$ cat config.mk
export PLATFORM = sky130hd
export DESIGN_NAME = ula_arbiter
export DESIGN_NICKNAME = d
export VERILOG_FILES = /design/src/rtl/ula_pkg.sv /design/src/rtl/ula.sv /design/src/rtl/ula_arbiter.sv
export SDC_FILE = /design/constraint.sdc
export NUM_CORES = 1
export LEC_CHECK = 0
export CAP_MARGIN = 30
export CORE_UTILIZATION = 51
export CTS_CLUSTER_SIZE = 28
export DETAILED_ROUTE_END_ITERATION = 10
export PLACE_DENSITY_LB_ADDON = 0.08
export SETUP_SLACK_MARGIN = 0.4
export SLEW_MARGIN = 0
export SYNTH_ARGS = -nofsm -noshare
export SYNTH_HDL_FRONTEND = slang
export SYNTH_SLANG_ARGS = --single-unit
$ cat constraint.sdc
create_clock -name clk -period 6.35 [get_ports clk]
set_input_delay 1.27 -clock clk [delete_from_list [all_inputs] [get_ports clk]]
set_output_delay 1.27 -clock clk [all_outputs]
set_load 0.02 [all_outputs]
$ cat src/rtl/ula_pkg.sv
// ula_pkg: shared data width, ULA opcodes and arbiter FSM states
package ula_pkg;
  localparam int ULA_WIDTH = 8;
  localparam logic [2:0] OP_ADD  = 3'd0;
  localparam logic [2:0] OP_SUB  = 3'd1;
  localparam logic [2:0] OP_AND  = 3'd2;
  localparam logic [2:0] OP_OR   = 3'd3;
  localparam logic [2:0] OP_XOR  = 3'd4;
  localparam logic [2:0] OP_NAND = 3'd5;
  localparam logic [2:0] OP_XNOR = 3'd6;
  localparam logic [2:0] OP_CMP  = 3'd7;
  typedef enum logic [1:0] {IDLE = 2'd0, EXEC = 2'd1, RESP = 2'd2} state_t;
endpackage

$ cat src/rtl/ula.sv
// ula: combinational ALU; a/b/opcode in, s/flag out (carry, borrow, zero, or a==b with s=a<b for compare); clk is unused
module ula
  import ula_pkg::*;
#(
  parameter int WIDTH = ULA_WIDTH
) (
  input  logic [WIDTH-1:0] a,
  input  logic [WIDTH-1:0] b,
  input  logic [2:0]       opcode,
  output logic [WIDTH-1:0] s,
  output logic             flag,
  input  logic             clk
);
  logic [WIDTH:0] sum, dif;
  logic unused_clk;
  assign unused_clk = clk;
  assign sum = {1'b0, a} + {1'b0, b};
  assign dif = {1'b0, a} - {1'b0, b};
  always_comb begin
    s = '0;
    flag = 1'b0;
    case (opcode)
      OP_ADD:  {flag, s} = sum;
      OP_SUB:  {flag, s} = dif;
      OP_AND:  s = a & b;
      OP_OR:   s = a | b;
      OP_XOR:  s = a ^ b;
      OP_NAND: s = ~(a & b);
      OP_XNOR: s = ~(a ^ b);
      default: {flag, s} = {a == b, {(WIDTH-1){1'b0}}, a < b};
    endcase
    if (opcode >= OP_AND && opcode <= OP_XNOR) flag = ~|s;
  end
endmodule

$ cat src/rtl/ula_arbiter.sv
// ula_arbiter: round-robin share of one ULA between two valid/ready requesters (req*/rsp* channels, busy, ops_done count)
module ula_arbiter
  import ula_pkg::*;
#(
  parameter int WIDTH = ULA_WIDTH
) (
  input  logic             clk,
  input  logic             rst_n,
  input  logic             req0_valid,
  output logic             req0_ready,
  input  logic [WIDTH-1:0] req0_a,
  input  logic [WIDTH-1:0] req0_b,
  input  logic [2:0]       req0_op,
  input  logic             req1_valid,
  output logic             req1_ready,
  input  logic [WIDTH-1:0] req1_a,
  input  logic [WIDTH-1:0] req1_b,
  input  logic [2:0]       req1_op,
  output logic             rsp0_valid,
  input  logic             rsp0_ready,
  output logic [WIDTH-1:0] rsp0_s,
  output logic             rsp0_flag,
  output logic             rsp1_valid,
  input  logic             rsp1_ready,
  output logic [WIDTH-1:0] rsp1_s,
  output logic             rsp1_flag,
  output logic             busy,
  output logic [15:0]      ops_done
);
  state_t state;
  logic last_grant, grant_id, win, res_flag, ula_flag;
  logic [WIDTH-1:0] op_a, op_b, res_s, ula_s;
  logic [2:0] op_code;
  function automatic logic pick(input logic v0, input logic v1, input logic last);
    return (v0 && v1) ? !last : v1;
  endfunction
  assign win = pick(req0_valid, req1_valid, last_grant);
  assign req0_ready = state == IDLE && req0_valid && !win;
  assign req1_ready = state == IDLE && req1_valid && win;
  assign rsp0_valid = state == RESP && !grant_id;
  assign rsp1_valid = state == RESP && grant_id;
  assign rsp0_s = res_s;
  assign rsp1_s = res_s;
  assign rsp0_flag = res_flag;
  assign rsp1_flag = res_flag;
  assign busy = state != IDLE;
  ula #(.WIDTH(WIDTH)) u_ula (op_a, op_b, op_code, ula_s, ula_flag, clk);
  always_ff @(posedge clk or negedge rst_n)
    if (!rst_n) begin
      state <= IDLE;
      last_grant <= 1'b1;
      grant_id <= 1'b0;
      op_a <= '0;
      op_b <= '0;
      op_code <= '0;
      res_s <= '0;
      res_flag <= 1'b0;
      ops_done <= '0;
    end else begin
      case (state)
        IDLE: if (req0_ready || req1_ready) begin
          op_a <= win ? req1_a : req0_a;
          op_b <= win ? req1_b : req0_b;
          op_code <= win ? req1_op : req0_op;
          grant_id <= win;
          last_grant <= win;
          state <= EXEC;
        end
        EXEC: begin
          res_s <= ula_s;
          res_flag <= ula_flag;
          state <= RESP;
        end
        RESP: if (grant_id ? rsp1_ready : rsp0_ready) begin
          ops_done <= ops_done + 16'd1;
          state <= IDLE;
        end
        default: state <= IDLE;
      endcase
    end
endmodule
==> results.py <==
metrics = {
    "synthesis": {
        "synth_top_area_share_pct": 33.9,
        "synth_area_um2": 3470,
        "synth-seq-cells": 48,
        "synth_edf_count": 0,
        "synth_flop_cell": "dfrtp_1",
        "yosysWarnings": 0,
        "synth.largest_area_cell": "dfrtp_1",
        "synth_area_leaders": "dfrtp_1, ha_1, mux2i_1, o21ai_0, nand2_1",
        "seq_area_frac_synth_pct": 34.7,
        "synthesis.instances": 399,
        "synthArstFlopShare_pct": 100,
        "synthesis.area_per_instance_um2": 8.69,
        "synth_cell_types": 58,
        "syn_nets": 470,
    },
    "worst_setup_path": {
        "crit_chain": "clkdlybuf4s50_1, a21boi_2, buf_4, nor2_1, clkdlybuf4s50_1",
        "worst-endpoint-required_ps": 5080,
        "r2r_end": "rsp0_flag",
        "path_delay_family": "buffers and inverters",
        "crit_path_start_kind": "input port",
        "end_kind": "output pin",
        "r2r_cells": 9,
        "cp_common_cell": "clkdlybuf4s50_1",
        "cp_slowest_cell": "clkdlybuf4s50_1",
        "reg2reg_from": "op_a[4]",
        "worstPathArrival_ps": 2910,
        "r2r_slack_ps": 3840,
        "setup.worst_path.class": "input port to output pin",
        "crit_fanout": 20,
        "critPathBufInv": 3,
        "startpoint": "req1_valid",
        "critPathMaxStageDelay_ps": 540,
    },
    "timing": {
        "slew_headroom_pct": 47.8,
        "setup-tns-final_ps": 0,
        "setup_viol": 0,
        "rsz0062_at_grt": "false",
        "max_freq_ghz": 0.239,
        "slew_violations": 0,
        "hold_viol": 0,
        "worst_pin_slew_ps": 783,
        "period_needed_ps": 4180,
        "period_share_pct": 65.8,
        "fin_worst_skew_ps": 7.45,
    },
    "layout": {
        "layout_commonest_cell": "clkdlybuf4s50_1",
        "nNetsFinal": 533,
        "mostFrequentLayoutCells": "clkdlybuf4s50_1, nand2_1, dfrtp_1",
        "fillers": 560,
        "syn_to_final_growth_pct": 25.6,
        "layout-drive-gt1-share_pct": 6.05,
        "diodes": 0,
    },
    "pwr": {
        "pwr_density_cell_nw_per_um2": 518,
        "p_leak_uw": 0.00190,
        "ir_drop_v": 0.000336,
        "p_total_uw": 2250,
    },
    "placement": {
        "port_buffers": 82,
        "hpwl_mm": 5.91,
        "place_congestion": 0.889,
    },
    "cts": {
        "holdBufCountCts": 0,
        "cts-resized-gates": 0,
        "post_cts_buffers": 0,
        "cts_sinks": 48,
        "path_clk_slew_ps": 90,
        "clk_latency_ps": 310,
        "cts-root-buf": "clkbuf_8",
        "htreeDepth": 2,
        "cts_buffer_depth": 2,
        "cts_buffers": 5,
        "cts_tree": "done",
    },
    "global_route": {
        "grt_first_pass_wirelength_mm": 13.1,
        "grt_antenna_before_repair": 0,
        "grt_remaining_overflow": 0,
        "grtUsageTotal_pct": 23.0,
        "grt_pass1_vias": 2773,
        "grt_max_degree": 42,
    },
    "detailed_routing": {
        "post_drt_wl_per_cell_um": 14.2,
        "vias": 2996,
        "drt-total-wl_mm": 7.65,
        "drt.antenna.violating_nets": 0,
        "remaining_drc_errors": 7,
        "drt-initial-drc-count": 173,
        "drtPass1Iterations": 9,
        "routed_via_density": 5.55,
    },
    "worst_hold_path": {
        "hold_end": "ops_done[15]",
        "hold_path.class": "flop to flop",
        "worstHoldStart": "ops_done[15]",
        "holdPathStages": 1,
    },
    "floorplanning": {
        "fp-row-count": 29,
        "die_area_um2": 7130,
        "die_w_um": 84.5,
        "core_um2": 6460,
        "fp.dieH_um": 84.5,
        "initial_core_util_pct": 53.7,
        "ios": 83,
    },
    "flow_run": {
        "max_cap_violations": 0,
    },
    "status": {
        "outcome": "finished, violations left",
        "violations": "DRC",
    },
}
## metrics by stage
stage | util (%) | instances | hold WS (ps) | setup WS, ps | cell area, um^2
floorplan | - | 399 | 475 | 2960 | 3470
global placement | 65.8 | 531 | 462 | 2200 | 4250
detailed placement | 66.1 | 532 | 476 | 2170 | 4270
CTS | 67.4 | 540 | 489 | 2160 | 4350
global route | 67.4 | 540 | 511 | 2090 | 4350
finish | 67.4 | 540 | 484 | 2170 | 4350
## registers in the layout, summed over array words and instances, names as in the netlist
name,cells
op_a,8
rsp0_flag,1
op_b,8
ops_done,16
op_code,3
grant_id,1
state,2
last_grant,1
rsp0_s,8
## cells in the mapped netlist (3+ instances only)
cell type,n
a211oi_1,5
a21o_1,3
a21oi_1,19
and2_1,3
and3_1,3
buf_2,6
buf_4,11
clkbuf_1,12
dfrtp_1,47
ha_1,25
inv_1,25
inv_2,3
mux2i_1,23
nand2_1,50
nand2b_1,3
nand3_1,11
nor2_1,23
nor2b_1,4
nor3_1,5
o2111ai_1,3
o211ai_1,4
o21ai_0,45
o221ai_1,3
o22ai_1,4
xnor2_1,17
xor2_1,4
## worst reg2reg max path: stages (launching register included)
cell,delay (ps)
dfrtp_1,400
inv_1,60
ha_1,510
inv_1,180
a21oi_4,220
o31ai_4,110
a2111oi_2,390
a211oi_1,90
and4_1,200
a41o_1,240
## worst max path at each step
stage	cells after the start	end
6_report	5	req0_ready
5_1_grt	5	req0_ready
4_1_cts	5	req0_ready
3_5_place_dp	5	req0_ready
3_3_place_gp	5	req0_ready
2_1_floorplan	3	req0_ready
## where the power goes
part / total (uW) / switching (uW) / internal, uW
combinational: 1510 / 881 / 629
clock: 184 / 107 / 77.2
sequential: 561 / 137 / 424
## cell type report
cell class	instances	area (um^2)	area share [%]
inverters	28	105	2.41
clock buffers	6	72.6	1.67
flip-flops and latches	48	1200	27.6
multi-input cells	293	2010	46.1
repair buffers	86	858	19.7
clock inverters	2	12.5	0.287
well taps	77	96.3	2.21
## cell families after synthesis
family / share of synthesized area, %
buffers and inverters: 7.69
AOI/OAI and AO/OA: 20.2
and+or+nand+nor: 14.7
adders and majority gates: 10.2
muxes: 7.29
DFF: 34.7
xor gates and xnor gates: 5.30
## per-layer routing
metal | global-route usage [%] | share of wire (%)
met1 | 32.1 | 48
met2 | 37.0 | 45
met3 | 3.64 | 4.6
met4 | 7.24 | 1.6
met5 | 0 | 0
Power figures use the tool's default switching activity.
